[src/rtl/erlist_fetch_pkg.sv]
// Shared constants and types for the Earthrise command fetcher.
// Latency: n/a (declarations only).
// Backpressure: n/a.
package erlist_fetch_pkg;

  // Default geometry of the command list and fetch buffer
  localparam int WORD_W = 32;
  localparam int ADDR_W = 9;
  localparam int OP_W   = 4;
  localparam int FIFO_D = 4;

  // Opcode that terminates a command list; never forwarded to the decoder
  localparam logic [3:0] OP_END = 4'hF;

  // Fetch sequencer states
  typedef enum logic [1:0] {
    ST_IDLE  = 2'd0,
    ST_FETCH = 2'd1,
    ST_DRAIN = 2'd2,
    ST_ABORT = 2'd3
  } fetch_state_t;

endpackage

[src/rtl/erlist_fetch_fifo.sv]
// First-word-fall-through FIFO holding fetched command words.
// Latency: a pushed word is visible on dout the following cycle.
// Backpressure: upstream must not push while full (checked); flush empties it in one cycle.
module erlist_fetch_fifo #(
  parameter int WORD  = 32,
  parameter int FIFOD = 4
) (
  input  logic                     clk,
  input  logic                     rst,
  input  logic                     push,
  input  logic [WORD-1:0]          din,
  input  logic                     pop,
  output logic [WORD-1:0]          dout,
  output logic                     empty,
  output logic                     full,
  output logic [$clog2(FIFOD):0]   count,
  input  logic                     flush
);

  localparam int AW = $clog2(FIFOD);
  localparam int CW = AW + 1;

  logic [WORD-1:0] mem [FIFOD];
  logic [AW-1:0]   rd_ptr;
  logic [AW-1:0]   wr_ptr;
  logic            do_push;
  logic            do_pop;

  assign empty   = (count == '0);
  assign full    = (count == CW'(FIFOD));
  assign do_push = push && !full && !flush;
  assign do_pop  = pop && !empty && !flush;
  assign dout    = mem[rd_ptr];

  // Storage array carries no reset; validity is tracked by count alone
  always_ff @(posedge clk) begin
    if (do_push) mem[wr_ptr] <= din;
  end

  // Pointer and occupancy bookkeeping; flush discards everything at once
  always_ff @(posedge clk or posedge rst) begin
    if (rst) begin
      rd_ptr <= '0;
      wr_ptr <= '0;
      count  <= '0;
    end else if (flush) begin
      rd_ptr <= '0;
      wr_ptr <= '0;
      count  <= '0;
    end else begin
      if (do_push) wr_ptr <= wr_ptr + AW'(1);
      if (do_pop)  rd_ptr <= rd_ptr + AW'(1);
      unique case ({do_push, do_pop})
        2'b10:   count <= count + CW'(1);
        2'b01:   count <= count - CW'(1);
        default: count <= count;
      endcase
    end
  end

  a_no_push_when_full: assert property (@(posedge clk) disable iff (rst) !(push && full && !flush));

endmodule

[src/rtl/erlist_fetch.sv]
// Walks the Earthrise command list from start_addr and streams words to the decoder until END or abort.
// Latency: RAM read 2 cycles; first cmd_valid 3 cycles after start is accepted, then one word per cycle.
// Backpressure: cmd_ready low stalls cmd; reads issue only while in-flight plus queued words fit in the FIFO.
module erlist_fetch
  import erlist_fetch_pkg::*;
#(
  parameter int WORD  = WORD_W,
  parameter int ADDRW = ADDR_W,
  parameter int OPW   = OP_W,
  parameter int FIFOD = FIFO_D
) (
  input  logic             clk,
  input  logic             rst,
  input  logic             start,
  input  logic [ADDRW-1:0] start_addr,
  input  logic             abort,
  output logic [ADDRW-1:0] addr_er,
  input  logic [WORD-1:0]  din_er,
  output logic [WORD-1:0]  cmd,
  output logic             cmd_valid,
  input  logic             cmd_ready,
  output logic             busy,
  output logic             done
);

  localparam logic [OPW-1:0] OP_END_L = OPW'(OP_END);

  fetch_state_t          state;
  logic [1:0]            pipe;        // [0] = read issued last cycle, [1] = read landing on din_er now
  logic [1:0]            inflight;
  logic [$clog2(FIFOD):0] fifo_count;
  logic                  fifo_empty;
  logic                  fifo_full;
  logic                  end_seen;
  logic                  land;
  logic                  land_end;
  logic                  credit_ok;
  logic                  issue;
  logic                  push;
  logic                  pop;
  logic                  flush;

  assign inflight  = {1'b0, pipe[0]} + {1'b0, pipe[1]};
  assign land      = pipe[1];
  assign land_end  = land && (din_er[WORD-1 -: OPW] == OP_END_L);
  // Reserve a FIFO slot for every read before it is issued so a landing word always fits
  assign credit_ok = (int'(inflight) + int'(fifo_count) + 1) <= FIFOD;
  // The cycle END lands no further read goes out; abort overrides everything
  assign issue     = (state == ST_FETCH) && !end_seen && !abort && !land_end && credit_ok;
  assign push      = (state == ST_FETCH) && !abort && land && !land_end;
  assign flush     = abort && (state != ST_IDLE);
  assign cmd_valid = !fifo_empty;
  assign pop       = cmd_valid && cmd_ready;

  erlist_fetch_fifo #(
    .WORD  (WORD),
    .FIFOD (FIFOD)
  ) u_fifo (
    .clk   (clk),
    .rst   (rst),
    .push  (push),
    .din   (din_er),
    .pop   (pop),
    .dout  (cmd),
    .empty (fifo_empty),
    .full  (fifo_full),
    .count (fifo_count),
    .flush (flush)
  );

  // Track issued reads through the 2-cycle RAM latency
  always_ff @(posedge clk or posedge rst) begin
    if (rst) pipe <= '0;
    else     pipe <= {pipe[0], issue};
  end

  // Sequencer: address walk, END/abort handling, busy and done
  always_ff @(posedge clk or posedge rst) begin
    if (rst) begin
      state    <= ST_IDLE;
      addr_er  <= '0;
      busy     <= 1'b0;
      done     <= 1'b0;
      end_seen <= 1'b0;
    end else begin
      done <= 1'b0;
      if (issue) addr_er <= addr_er + ADDRW'(1);
      unique case (state)
        ST_IDLE: begin
          if (start && !abort) begin
            addr_er  <= start_addr;
            end_seen <= 1'b0;
            busy     <= 1'b1;
            state    <= ST_FETCH;
          end
        end
        ST_FETCH: begin
          if (abort) begin
            state <= ST_ABORT;
          end else if (land_end) begin
            end_seen <= 1'b1;
            state    <= ST_DRAIN;
          end
        end
        ST_DRAIN: begin
          if (abort) begin
            state <= ST_ABORT;
          end else if (inflight == 2'd0 && fifo_empty) begin
            done  <= 1'b1;
            busy  <= 1'b0;
            state <= ST_IDLE;
          end
        end
        ST_ABORT: begin
          if (inflight == 2'd0) begin
            done  <= 1'b1;
            busy  <= 1'b0;
            state <= ST_IDLE;
          end
        end
      endcase
    end
  end

  a_credit_holds: assert property (@(posedge clk) disable iff (rst) !(push && fifo_full));

endmodule

[config.mk]
export PLATFORM = sky130hd
export DESIGN_NAME = erlist_fetch
export DESIGN_NICKNAME = d
export VERILOG_FILES = /design/src/rtl/erlist_fetch_pkg.sv /design/src/rtl/erlist_fetch_fifo.sv /design/src/rtl/erlist_fetch.sv
export SDC_FILE = /design/constraint.sdc
export NUM_CORES = 1
export LEC_CHECK = 0
export ABC_AREA = 1
export CORE_ASPECT_RATIO = 2
export CORE_MARGIN = 2
export CORE_UTILIZATION = 34
export CTS_BUF_LIST = sky130_fd_sc_hd__clkbuf_2
export CTS_CLUSTER_DIAMETER = 80
export DETAILED_ROUTE_END_ITERATION = 10
export DONT_BUFFER_PORTS = 1
export PLACE_DENSITY = 0.58
export SKIP_LAST_GASP = 1
export SLEW_MARGIN = 20
export SYNTH_ARGS = -nofsm -noshare
export SYNTH_HDL_FRONTEND = slang
export SYNTH_SLANG_ARGS = --single-unit
[constraint.sdc]
create_clock -name clk -period 4.53 [get_ports clk]
set_clock_uncertainty 0.1 [all_clocks]
set_input_delay 0.906 -clock clk [delete_from_list [all_inputs] [get_ports clk]]
set_output_delay 0.906 -clock clk [all_outputs]
set_load 0.01 [all_outputs]
* After elaboration in Yosys (flattened, before gate mapping)
Memory sizes are Yosys's and may differ from the RTL's.
Index checks and enable logic that the tools add are counted.
** Storage, ports and cells
- RAM bits :: 128
- Register bits :: 23
- Word-level logic and storage cells :: 99
- Output and inout port bits :: 44
- Input bits :: 46
- Memories kept :: 1
** Operators by class
- $add $sub $neg :: 8
- Equality and inequality tests :: 15
- Reduce and logical (&&, ||, !) cells :: 34
- $lt $le $gt $ge :: 1
- Mux-type cells :: 31
** Memories
- u_fifo.mem :: depth 4, width 32, read ports 1, clocked after Yosys merged registers in 0, wr ports 1, line erlist_fetch_fifo.sv:23 : logic [WORD-1:0] mem [FIFOD];
** Operators with widths (number)
- 9-bit two-way mux :: 3
- 2-bit two-way mux :: 10
- 1-bit logical AND :: 16
- 1-bit two-way mux :: 12
- 2-bit inequality test, second input constant :: 6
- 9-bit by 1-bit adder with 9-bit output, second input constant :: 1
- 2-bit case mux with 4 select lines :: 1
- 4-bit AND reduction :: 2
- 2-bit nonzero test :: 4
- 2-bit equality test, second input constant :: 3
- 1-bit logical NOT :: 6
- 3-bit inequality test, second input constant :: 2
- 3-bit case mux with 2 select lines :: 1
- 3-bit nonzero test :: 2
- 4-bit by 1-bit adder with 5-bit output, second input constant :: 1
- 5-bit by 3-bit <= comparator with 1-bit output, second input constant :: 1
- 5-bit AND reduction :: 1
- 2-bit by 1-bit adder with 2-bit output, second input constant :: 2
- 2-bit by 3-bit adder with 4-bit output :: 1
- 2-bit by 1-bit equality test with 1-bit output, second input constant :: 2
- 4-bit equality test, second input constant :: 1
- 2-bit logical NOT :: 2
- 1-bit case mux with 2 select lines :: 2
- 3-bit by 1-bit adder with 3-bit output, second input constant :: 1
- other kinds (6) :: 6

* Logic depth before layout (Yosys ltp)
Gate-level depths: netlist of run 1.
- Word-level depth :: 9
- Mapped depth :: 14

* Hierarchy
A second synthesis of run 1 with hierarchy kept.
** Second synthesis, totals
- Cell total of the unflattened synthesis :: 556
- Area, all modules :: 6457.4 sq um
** Modules (own cells, without submodules)
- erlist_fetch_fifo :: times used 1, cells each 376, area each 5240.0 sq um
- erlist_fetch :: times used 1, cells each 180, area each 1217.4 sq um

* Least setup slack after synthesis of run 1
Ideal clock, no wire load.
- Path kind :: in2reg
- From :: in abort
- To :: mem u_fifo.mem[0][0] (enable)
- Setup time :: 0.421 ns
- Cell stages on the path :: 5
- Buffers on the path :: 0
- Path slack :: 1.293 ns
- Arrival time :: 2.716 ns
- Path through :: inv_2 > nand3_2 > nor2_2 > nand3_4 > nor2_1
** On the way
- Word-level cells in the longest chain between the ends :: 8
- Elaborated cells on any way between the ends :: 10
- Classes of those cells :: mux (2); reduce/logical (8)
** RTL lines
- from (decl) :: line erlist_fetch.sv:16 : input logic abort,
- 1-bit logical NOT :: line erlist_fetch.sv:50 : assign push = (state == ST_FETCH) && !abort && land && !land_end;
- 1-bit logical AND (3 in series) :: line erlist_fetch.sv:50
- 1-bit logical AND :: line erlist_fetch_fifo.sv:31 : assign do_push = push && !full && !flush;
- 1-bit logical AND * :: line erlist_fetch_fifo.sv:31
- 1-bit two-way mux * :: line erlist_fetch_fifo.sv:37 : if (do_push) mem[wr_ptr] <= din;
- 1-bit two-way mux (implied by the code) * :: line erlist_fetch_fifo.sv:37
- to (decl) :: line erlist_fetch_fifo.sv:23
Mark *: on every way between the ends. The rest lies on a longest branch, timed or not.

* Worst setup path in the final report of run 1
- From :: reg u_fifo.rd_ptr[1]
- To :: out cmd[12]
** On the way
- Word-level cells in the longest chain between the ends :: 1
** RTL lines
- from (decl) :: line erlist_fetch_fifo.sv:24 : logic [AW-1:0] rd_ptr;
- from (signal assigned) :: line erlist_fetch_fifo.sv:52 : if (do_pop) rd_ptr <= rd_ptr + AW'(1);
- memory 4 x 32 bit
- to (decl) :: line erlist_fetch.sv:19 : output logic [WORD-1:0] cmd,
Every way passes these cells.

==> metrics.md, run 1 <==
| Metric | Value |
|---|---|
| Horiz. Die Dim | 101 um |
| Synth unique cells | 30 |
| Worst Setup Start Kind | register |
| Clk sinks | 151 |
| Routed Antenna Nets | 0 |
| Count leader, synth | edfxtp_1 |
| Drt initial violations | 238 |
| Gpl congestion | roughly 0.74 |
| Max Cap Viol | 0 |
| Placed Area | 0.00660 mm2 |
| Top Ports | 90 |
| Rel. slew slack | 30.7% |
| Worst path required time | about 3.5 ns |
| Total CTS buffers | 17 |
| Nets | 611 |
| Switching portion of total power | between 30 and 40% |
| Max clock buf depth | 2 |
| Post-cts resize count | 0 |
| R2R depth | 11 |
| Synth warn | 0 |
| GR Overflow Total | 0 |
| Root buf cell | clkbuf_2 |
| Design area | approximately 0.0070 mm2 |
| Max FO, Critical Path | 34 |
| Die ar. | about 0.020 mm2 |
| Crit path DAT | approximately 2.8 ns |
| Via density | around 5.1 |
| P_int | approximately 2.3 mW |
| Util after Layout | 38.5% |
| Synth area leader | edfxtp_1 |
| Origin of the critical flop-to-flop path | u_fifo.count[1] |
| Post-CTS Hold Fix Bufs | 0 |
| Pin count of the biggest net entering global routing | 68 |
| Antenna violations before repair | 1 |
| H-tree levels | 4 |
| Status | finished clean |
| Hold Crit Class | in -> async |
| Cell Area, Synth | 0.00638 mm2 |
| Seq cells post-synth | approximately 150 |
| Share of the synthesized area in the top cell type | between 60 and 70% |
| Synth area leaders | edfxtp_1, dfrtp_1, o21ai_0 |
| Post-CTS repair timing setup buffer count | 0 |
| EDFF count, synth | 128 |
| CTS clk-pin slew, worst paths | 0.23 ns |
| Leak pwr | around 2.6 nW |
| Layout cell share with drive strength beyond 1 | 10.8% |
| First-pass GRT wire length | 20400 um |
| Placed cells | 748 |
| Syn Nets | 607 |
| Final hold vios | 0 |
| Setup violations, final | 0 |
| DRT Wirelength | 13200 um |
| HPWL Detailed | roughly 8400 um |
| Sequential fraction of the synthesis area | 69.3% |
| TritonCTS clock tree | yes |
| DRT Pass-1 Iters | 4 |
| Clk pwr share | 28.6% |
| Period minus WS final | 3.84 ns |
| R2r setup slk | 2.20 ns |
| Slew Viols, Final | 0 |
| Comb pwr share | 20.7% |
| Final period util | 84.8% |
| Vias in the first global route | 4002 |
| Die Y-Extent | 198 um |
| Via Count | 3976 |
| Layout area overhead | 10.4% |
| RSZ-0062 raised after global routing | no |
| Mean routed wirelength per cell | roughly 17 um |
| Async set or reset register ratio after synthesis | 15.2% |
| Reg2reg end | u_fifo.count[2] |
| Clock insertion delay at the later pin of the skew report | approximately 0.68 ns |
| Cell row count | 70 |
| Ys flop type | edfxtp_1 |
| Total power | 3.40 mW |
| Slew @ Worst Pin | 1.04 ns |
| WS Path Type | reg -> out |
| Worst VDD drop | 0.285 mV |
| Reg power frac | 50.7% |
| Synth cell count leaders | edfxtp_1, nor2_1, nand2_1 |
| Psw | 1.11 mW |
| Post-Layout Cell Count | just under 800 |
| Fmax | 260 MHz |
| Post-route DRC | 0 |
| All-Layer GR Usage | 13.4% |
| Cell Pwr Density | 483 mW/mm2 |
| Fin Setup TNS | 0 ns |
| Port buffer count | 0 |
| Mapped Cells | between 500 and 600 |
| Crit. End Element | output port |
| Initial Util | 34.9% |
| Synth Area per Inst | roughly 12 um2 |
| Core Footprint | between 0.015 and 0.02 mm2 |
## area by class of cell
class,count,area [um2]
clock buffer,17,85.1
multi-input combinational,337,1740
tap,216,270
fill,1746,11300
antenna,1,2.50
sequential,151,4420
timing repair buffer,6,125
clock inverter,14,245
inverter,42,158
## per-layer routing
metal	wire, um	share of wire (%)	up-vias	track usage (%)
met3	832	6.3	14	4.84
met2	6990	53	95	24.6
met1	5130	39	1931	13.4
met4	225	1.7	0	5.48
met5	0	0	-	0
li1	-	-	1936	-
## kinds of logic (layout without fill, tap and decap cells)
| family | count (synthesis) | after routing | synth area share (%) |
|---|---|---|---|
| adders and majority gates | 10 | 10 | 2.08 |
| DFF | 151 | 151 | 69.3 |
| other | 0 | 1 | 0 |
| and+or+nand+nor | 211 | 211 | 14.7 |
| buffers and inverters | 63 | 79 | 3.96 |
| AOI/OAI and AO/OA | 113 | 113 | 9.61 |
| xor gates and xnor gates | 3 | 3 | 0.412 |
## how the worst max path moves through the flow
stage                                 from               end  slack [ns]  cells after the start
final                     u_fifo.rd_ptr[1]           cmd[12]        0.69                      4
after global routing      u_fifo.rd_ptr[1]            cmd[6]        0.33                      4
after CTS                 u_fifo.rd_ptr[1]           cmd[12]        0.59                      4
after detailed placement  u_fifo.rd_ptr[1]           cmd[12]        1.44                      4
after global placement    u_fifo.rd_ptr[1]            cmd[4]        1.51                      4
after floorplan                      abort  u_fifo.mem[0][0]        1.29                      5
## flip-flops by register name, summed over array words and instances (netlist names)
register,count
u_fifo.rd_ptr,2
state,2
pipe,2
u_fifo.wr_ptr,2
done,1
addr_er,9
u_fifo.count,3
end_seen,1
u_fifo.mem,128
busy,1
## cell usage in the layout (no fill, tap or decap), types with 9 or more instances in the layout
master    synthesis  final
clkbuf_2          0     17
edfxtp_1        128    128
nor2_1           84     80
dfrtp_1          23     22
inv_1            37     35
o21ai_0          67     67
nand3_1          20     20
nand2_1          79     79
o22ai_1          34     34
ha_1              9      9
## power by group through the flow
stage	Clock (mW)	Sequential [mW]	Combinational, mW
2_1_floorplan	0	1.72	0.571
3_3_place_gp	0	1.75	0.685
3_5_place_dp	0	1.76	0.712
4_1_cts	1.00	1.73	0.712
5_1_grt	1.06	1.74	0.810
6_report	0.973	1.73	0.703
## critical path: stages (launching register included)
cell	delay (ns)
dfrtp_1	0.37
buf_4	0.33
clkinv_1	0.89
o21ai_0	0.37
o22ai_1	0.18
## stage by stage
step / setup slack [ns] / hold WS (ns)
CTS: 0.593 / 0.0968
global route: 0.327 / 0.00127
detailed placement: 1.44 / 0.313
global placement: 1.51 / 0.293
floorplan: 1.29 / 0.280
finish: 0.687 / 0.0401
(Power assumes the default switching activity.)
==> inputs of run 2 (changes only) <==
Clock period 4.53 ns to 3.7 ns, I/O delays scaled along.
==> run 2 against run 1 <==
Global-route usage grew 0.55 points. Sequential share of layout area shrank 1.7 points. Combinational power grew 31%. Register-to-register slack lost 0.76 ns. Routed wire length grew 3.1%. Design area grew 2.9%.
==> metrics.md, run 2 (synthesized netlist as in run 1, its figures left out) <==
| Metric | Value |
|---|---|
| Status | finished clean |
| Post-place setup slack | 1.16 ns (-0.280 ns) |
| Placed Area | 0.00666 mm2 (+0.80%) |
| Die ar. | 0.0199 mm2 (unchanged) |
| Setup violations, final | 0 (unchanged) |
| DRT Pass-1 Iters | 5 (+1) |
| Clk sinks | 151 (unchanged) |
| Max FO, Critical Path | 44 (+29%) |
| CP max stage delay | 0.52 ns (-0.37 ns) |
| Max Cap Viol | 0 (unchanged) |
| Worst path required time | 2.86 ns (-0.66 ns) |
| DRT Wirelength | 13600 um (+3.1%) |
| Top reg by flops | u_fifo.mem |
| Layout cell share with drive strength beyond 1 | 11.0% (+0.26 points) |
| Crit. End Element | output port |
| Top Ports | 90 (unchanged) |
| Cell Pwr Density | 534 mW/mm2 (+11%) |
| Total CTS buffers | 17 (unchanged) |
| Routed Antenna Nets | 0 (unchanged) |
| Period minus WS final | between 3 and 4 ns |
| Layout area overhead | 13.6% |
| Leak pwr | 2.67 nW (+3.3%) |
| Vias in the first global route | 4426 (+11%) |
| Antenna violations before repair | 1 (unchanged) |
| Fin Setup TNS | 0 ns (unchanged) |
| Core Footprint | 0.0183 mm2 (unchanged) |
| First-pass GRT wire length | 21400 um (+4.8%) |
| Hold Crit Class | in -> reg |
| Via Count | 4217 (+6.1%) |
| RSZ-0062 raised after global routing | no |
| Drt initial violations | 191 (-20%) |
| Post-Layout Cell Count | 825 (+5.2%) |
| Crit path DAT | 2.33 ns (-0.51 ns) |
| Commonest cells after routing, fill and taps aside | edfxtp_1, nor2_1, nand2_1, o21ai_0, dlygate4sd3_1 |
| Max clock buf depth | 2 (unchanged) |
| TritonCTS clock tree | yes |
| Highest-delay cell along the critical path | inv_2 |
| Largest registers | u_fifo.mem (128), addr_er (9), u_fifo.count (3) |
| Rel. slew slack | 38.6% (+8.0 points) |
| Cell row count | 70 (unchanged) |
| Min Hold Slack | 0.113 ns (+0.0726 ns) |
| Design area | 0.00725 mm2 (+2.9%) |
| Port buffer count | 0 (unchanged) |
| Via density | 5.11 (+0.79%) |
| R2r setup slk | 1.44 ns (-0.76 ns) |
| Worst Setup Start Kind | register |
| WS Path Type | reg -> out |
| Pin count of the biggest net entering global routing | 68 (unchanged) |
| Post-route DRC | 0 (unchanged) |
| GR Overflow Total | 0 (unchanged) |
| Horiz. Die Dim | 101 um (unchanged) |
| CTS clk-pin slew, worst paths | 0.25 ns (+0.02 ns) |
| Mean routed wirelength per cell | 16.5 um (-2.0%) |
| Final period util | 85.7% |
| Root buf cell | clkbuf_2 |
| Worst VDD drop | 0.347 mV (+22%) |
| HPWL Detailed | 8640 um (+2.7%) |
| Fmax | 315 MHz |
| Chain of cells forming the critical path | inv_2, buf_4, o21ai_0, o22ai_1 |
| Placed cells | 755 (+0.94%) |
| Nets | 651 (+6.5%) |
| Slew @ Worst Pin | 0.915 ns (-0.123 ns) |
| All-Layer GR Usage | 14.0% (+0.55 points) |
| Setup WS post-layout | 0.529 ns (-0.158 ns) |
| Post-cts resize count | 0 (unchanged) |
| Post-CTS Hold Fix Bufs | 37 (+37) |
| Die Y-Extent | 198 um (unchanged) |
| Clock insertion delay at the later pin of the skew report | 0.69 ns (about the same) |
| Most common cell after layout, fill and taps aside | edfxtp_1 |
| Util after Layout | 39.6% (+1.1 points) |
| Max FFs per register | 128 (unchanged) |
| H-tree levels | 4 (unchanged) |
| Final hold vios | 0 (unchanged) |
| Initial Util | 34.9% (unchanged) |
| Post-CTS repair timing setup buffer count | 0 (unchanged) |
| Gpl congestion | 0.762 (+3.6%) |
| Total power | 3.87 mW (+14%) |
| Slew Viols, Final | 0 (unchanged) |
[run 2: changes by cell type in the layout (fill, tap and decap cells not counted)]
| cell | change |
|---|---|
| buf_16 | -4 |
| buf_4 | +7 |
| bufinv_16 | -6 |
| clkinv_1 | -3 |
| clkinv_2 | +2 |
| clkinv_8 | +1 |
| clkinvlp_4 | +2 |
| dlygate4sd3_1 | +37 |
| inv_1 | +1 |
| inv_6 | +4 |
[run 2: cell type report]
cell class,instances,area [um2]
diodes,1,2.50
clock buffers,17,85.1
clock inverters,15,134
fillers,1700,11100
inverters,42,158
multi-input cells,337,1740
flip-flops and latches,151,4420
well taps,216,270
repair buffers,46,438
[run 2: critical path: cells and delay by family (launching register included)]
family                 cells  cell delay, ns
DFF                        1            0.46
buffers and inverters      2            0.82
AOI/OAI and AO/OA          2            0.36
[run 2: metal layers]
metal	GRT usage (%)	wire, um
met1	13.6	5130
met2	27.2	7630
met3	3.88	651
met4	4.97	174
met5	0	0
[run 2: power breakdown]
part / switching [mW] / internal (mW)
registers: 0.163 / 1.95
clock network: 0.633 / 0.203
logic: 0.619 / 0.300
total: 1.42 / 2.45
[run 2: path summary, 6_finish.rpt]
kind | start | endpoint | depth (start not counted)
min reg2reg | pipe[0] | pipe[1] | 0
min in group asynchronous | rst | addr_er[7] | 2
max | u_fifo.rd_ptr[0] | cmd[6] | 4
max in group asynchronous | rst | u_fifo.rd_ptr[0] | 2
min | start_addr[7] | addr_er[7] | 3
max reg2reg | u_fifo.count[1] | u_fifo.count[2] | 11
==> inputs of run 3 (changes only) <==
--- a/constraint.sdc
+++ b/constraint.sdc
@@ -4,2 +4,2 @@
 set_output_delay 0.74 -clock clk [all_outputs]
-set_load 0.01 [all_outputs]
+set_load 0.05 [all_outputs]
==> run 3 against run 2 <==
Routed wire length up 0.98%. Cell count up 4.0%. Sequential share of layout area down 2.4 points. Combinational power is 47% higher. Worst setup slack got worse by 0.034 ns. Core utilization up 1.6 points. Clock power up 13%. Global-route usage rose by 0.42 points. Via count is 1.7% higher. Design area grew 4.1%. Clock-buffer cell count is the same. Critical path depth did not move. Critical endpoint is now cmd[3]. Highest routed layer unchanged.
==> metrics.md, run 3 (synthesized netlist as in run 1, its figures left out) <==
| Metric | Value |
|---|---|
| Worst hold path depth | 3 (unchanged) |
| Drt initial violations | 216 (+13%) |
| Core Footprint | 0.0183 mm2 (unchanged) |
| Fmax | 312 MHz (-1.1%) |
| Met1 WL | 5290 um (+3.2%) |
| Period minus WS final | 3.21 ns (+0.0344 ns) |
| Total power | 4.59 mW (+19%) |
| Layout cell share with drive strength beyond 1 | 15.3% (+4.3 points) |
| Crit path DAT | 2.37 ns (+0.04 ns) |
| Routed Antenna Nets | 0 (unchanged) |
| First-pass GRT wire length | 21900 um (+2.4%) |
| Origin of the critical flop-to-flop path | u_fifo.count[1] |
| Status | finished clean |
| Max Cap Viol | 0 (unchanged) |
| RSZ-0062 raised after global routing | no |
| Final hold vios | 0 (unchanged) |
| Rel. slew slack | 37.1% (-1.5 points) |
| H-tree levels | 4 (unchanged) |
| Worst Setup Start Kind | register |
| Slew Viols, Final | 0 (unchanged) |
| Crit. End Element | output port |
| Hold Crit Class | in -> reg |
| Design area | 0.00755 mm2 (+4.1%) |
| Pin count of the biggest net entering global routing | 68 (unchanged) |
| Clk sinks | 151 (unchanged) |
| Max FFs per register | 128 (unchanged) |
| Post-cts resize count | 0 (unchanged) |
| Cell row count | 70 (unchanged) |
| Met3 Routed Length | 569 um (-13%) |
| Horiz. Die Dim | 101 um (unchanged) |
| Worst VDD drop | 0.410 mV (+18%) |
| Antenna violations before repair | 1 (unchanged) |
| Max clock buf depth | 2 (unchanged) |
| Via density | 5.00 (-2.2%) |
| Commonest cells after routing, fill and taps aside | edfxtp_1, nor2_1, nand2_1, o21ai_0, buf_4 |
| Mean routed wirelength per cell | 16.0 um (-2.9%) |
| Wire length on met2 | 7610 um (-0.20%) |
| Fin Setup TNS | 0 ns (unchanged) |
| Crit. Startpoint | u_fifo.rd_ptr[0] |
| GR Overflow Total | 0 (unchanged) |
| Hold worst-path end | addr_er[6] |
| Final period util | 86.6% (+0.93 points) |
| Die Y-Extent | 198 um (unchanged) |
| Placed Area | 0.00691 mm2 (+3.8%) |
| Post-route DRC | 0 (unchanged) |
| Placed cells | 787 (+4.2%) |
| CTS clk-pin slew, worst paths | 0.25 ns (about the same) |
| Beginning of the worst hold path | start_addr[6] |
| DRT Pass-1 Iters | 4 (-1) |
| Top layer in use | met4 |
| Vias in the first global route | 4413 (-0.29%) |
| Util after Layout | 41.2% (+1.6 points) |
| TritonCTS clock tree | yes |
| Leak pwr | 2.84 nW (+6.3%) |
| Initial Util | 34.9% (unchanged) |
| Top reg by flops | u_fifo.mem |
| Die ar. | 0.0199 mm2 (unchanged) |
| Clock insertion delay at the later pin of the skew report | 0.70 ns (about the same) |
| Most common cell after layout, fill and taps aside | edfxtp_1 |
| Setup violations, final | 0 (unchanged) |
| WS Path Type | reg -> out |
| HPWL Detailed | 8750 um (+1.3%) |
| Largest registers | u_fifo.mem (128), addr_er (9), u_fifo.count (3) |
| Nets | 684 (+5.1%) |
| DRT Wirelength | 13700 um (+0.98%) |
| R2r setup slk | 1.31 ns (-0.13 ns) |
| Cell Pwr Density | 608 mW/mm2 (+14%) |
| Top Ports | 90 (unchanged) |
| All-Layer GR Usage | 14.4% (+0.42 points) |
| Via Count | 4290 (+1.7%) |
| Post-Layout Cell Count | 858 (+4.0%) |
| Port buffer count | 0 (unchanged) |
| Reg2reg end | u_fifo.count[2] |
| Layout area overhead | 18.3% |
| Max FO, Critical Path | 67 (+52%) |
| Total CTS buffers | 17 (unchanged) |
| Slew @ Worst Pin | 0.942 ns (+0.0271 ns) |
| R2R depth | 11 (unchanged) |
| Worst path required time | 2.86 ns (about the same) |
| Root buf cell | clkbuf_2 |
| Gpl congestion | 0.797 (+4.5%) |
[run 3: cell count changes in the layout (fill, tap and decap cells not counted)]
cell	change
inv_6	-4
inv_8	+1
clkinvlp_4	+2
clkinv_8	-1
dlygate4sd3_1	+1
buf_12	+1
clkinv_2	-2
inv_1	+1
clkinv_4	+1
bufinv_16	+2
buf_4	+31
[run 3: final cells by class]
| type | instances | area [um2] |
|---|---|---|
| diodes | 1 | 2.50 |
| repair buffers | 79 | 701 |
| clock inverters | 15 | 171 |
| clock buffers | 17 | 85.1 |
| inverters | 42 | 158 |
| flip-flops and latches | 151 | 4420 |
| well taps | 216 | 270 |
| fillers | 1721 | 10800 |
| multi-input cells | 337 | 1740 |
[run 3: metrics by stage]
step / worst slack [ns] / hold WS [ns]
final: 0.495 / 0.110
after global routing: 0.252 / 0.000289
after CTS: 0.345 / 0.0104
after detailed placement: 1.17 / 0.297
after global placement: 1.22 / 0.296
after floorplan: 0.629 / 0.280
[run 3: critical path, cell delays in order (launching register included)]
cell and delay [ns]:
dfrtp_2 0.41, buf_4 0.53, o21ai_0 0.20, o22ai_1 0.28, buf_4 0.26
[run 3: timing repair]
item                      4_1_cts  5_1_grt
setup buffers                   0        0
hold endpoints to repair      151        0
hold buffers                   38        0
[run 3: where the power goes]
| group | leakage (nW) | switching (mW) | internal, mW |
|---|---|---|---|
| clock | 0.141 | 0.618 | 0.328 |
| combinational | 1.26 | 0.937 | 0.412 |
| sequential | 1.44 | 0.349 | 1.94 |
[run 3: metal layers]
| metal | vias up | global-route usage, % |
|---|---|---|
| li1 | 2079 | - |
| met1 | 2091 | 14.8 |
| met2 | 106 | 26.9 |
| met3 | 14 | 4.02 |
| met4 | 0 | 5.53 |
| met5 | - | 0 |
[run 3: worst max-delay path by stage]
stage / to / slack (ns) / depth (start not counted)
after floorplan: u_fifo.mem[0][0] / 0.63 / 5
after global placement: cmd[25] / 1.22 / 5
after detailed placement: u_fifo.count[2] / 1.17 / 11
after CTS: cmd[25] / 0.35 / 5
after global routing: cmd[3] / 0.25 / 5
final: cmd[3] / 0.49 / 4
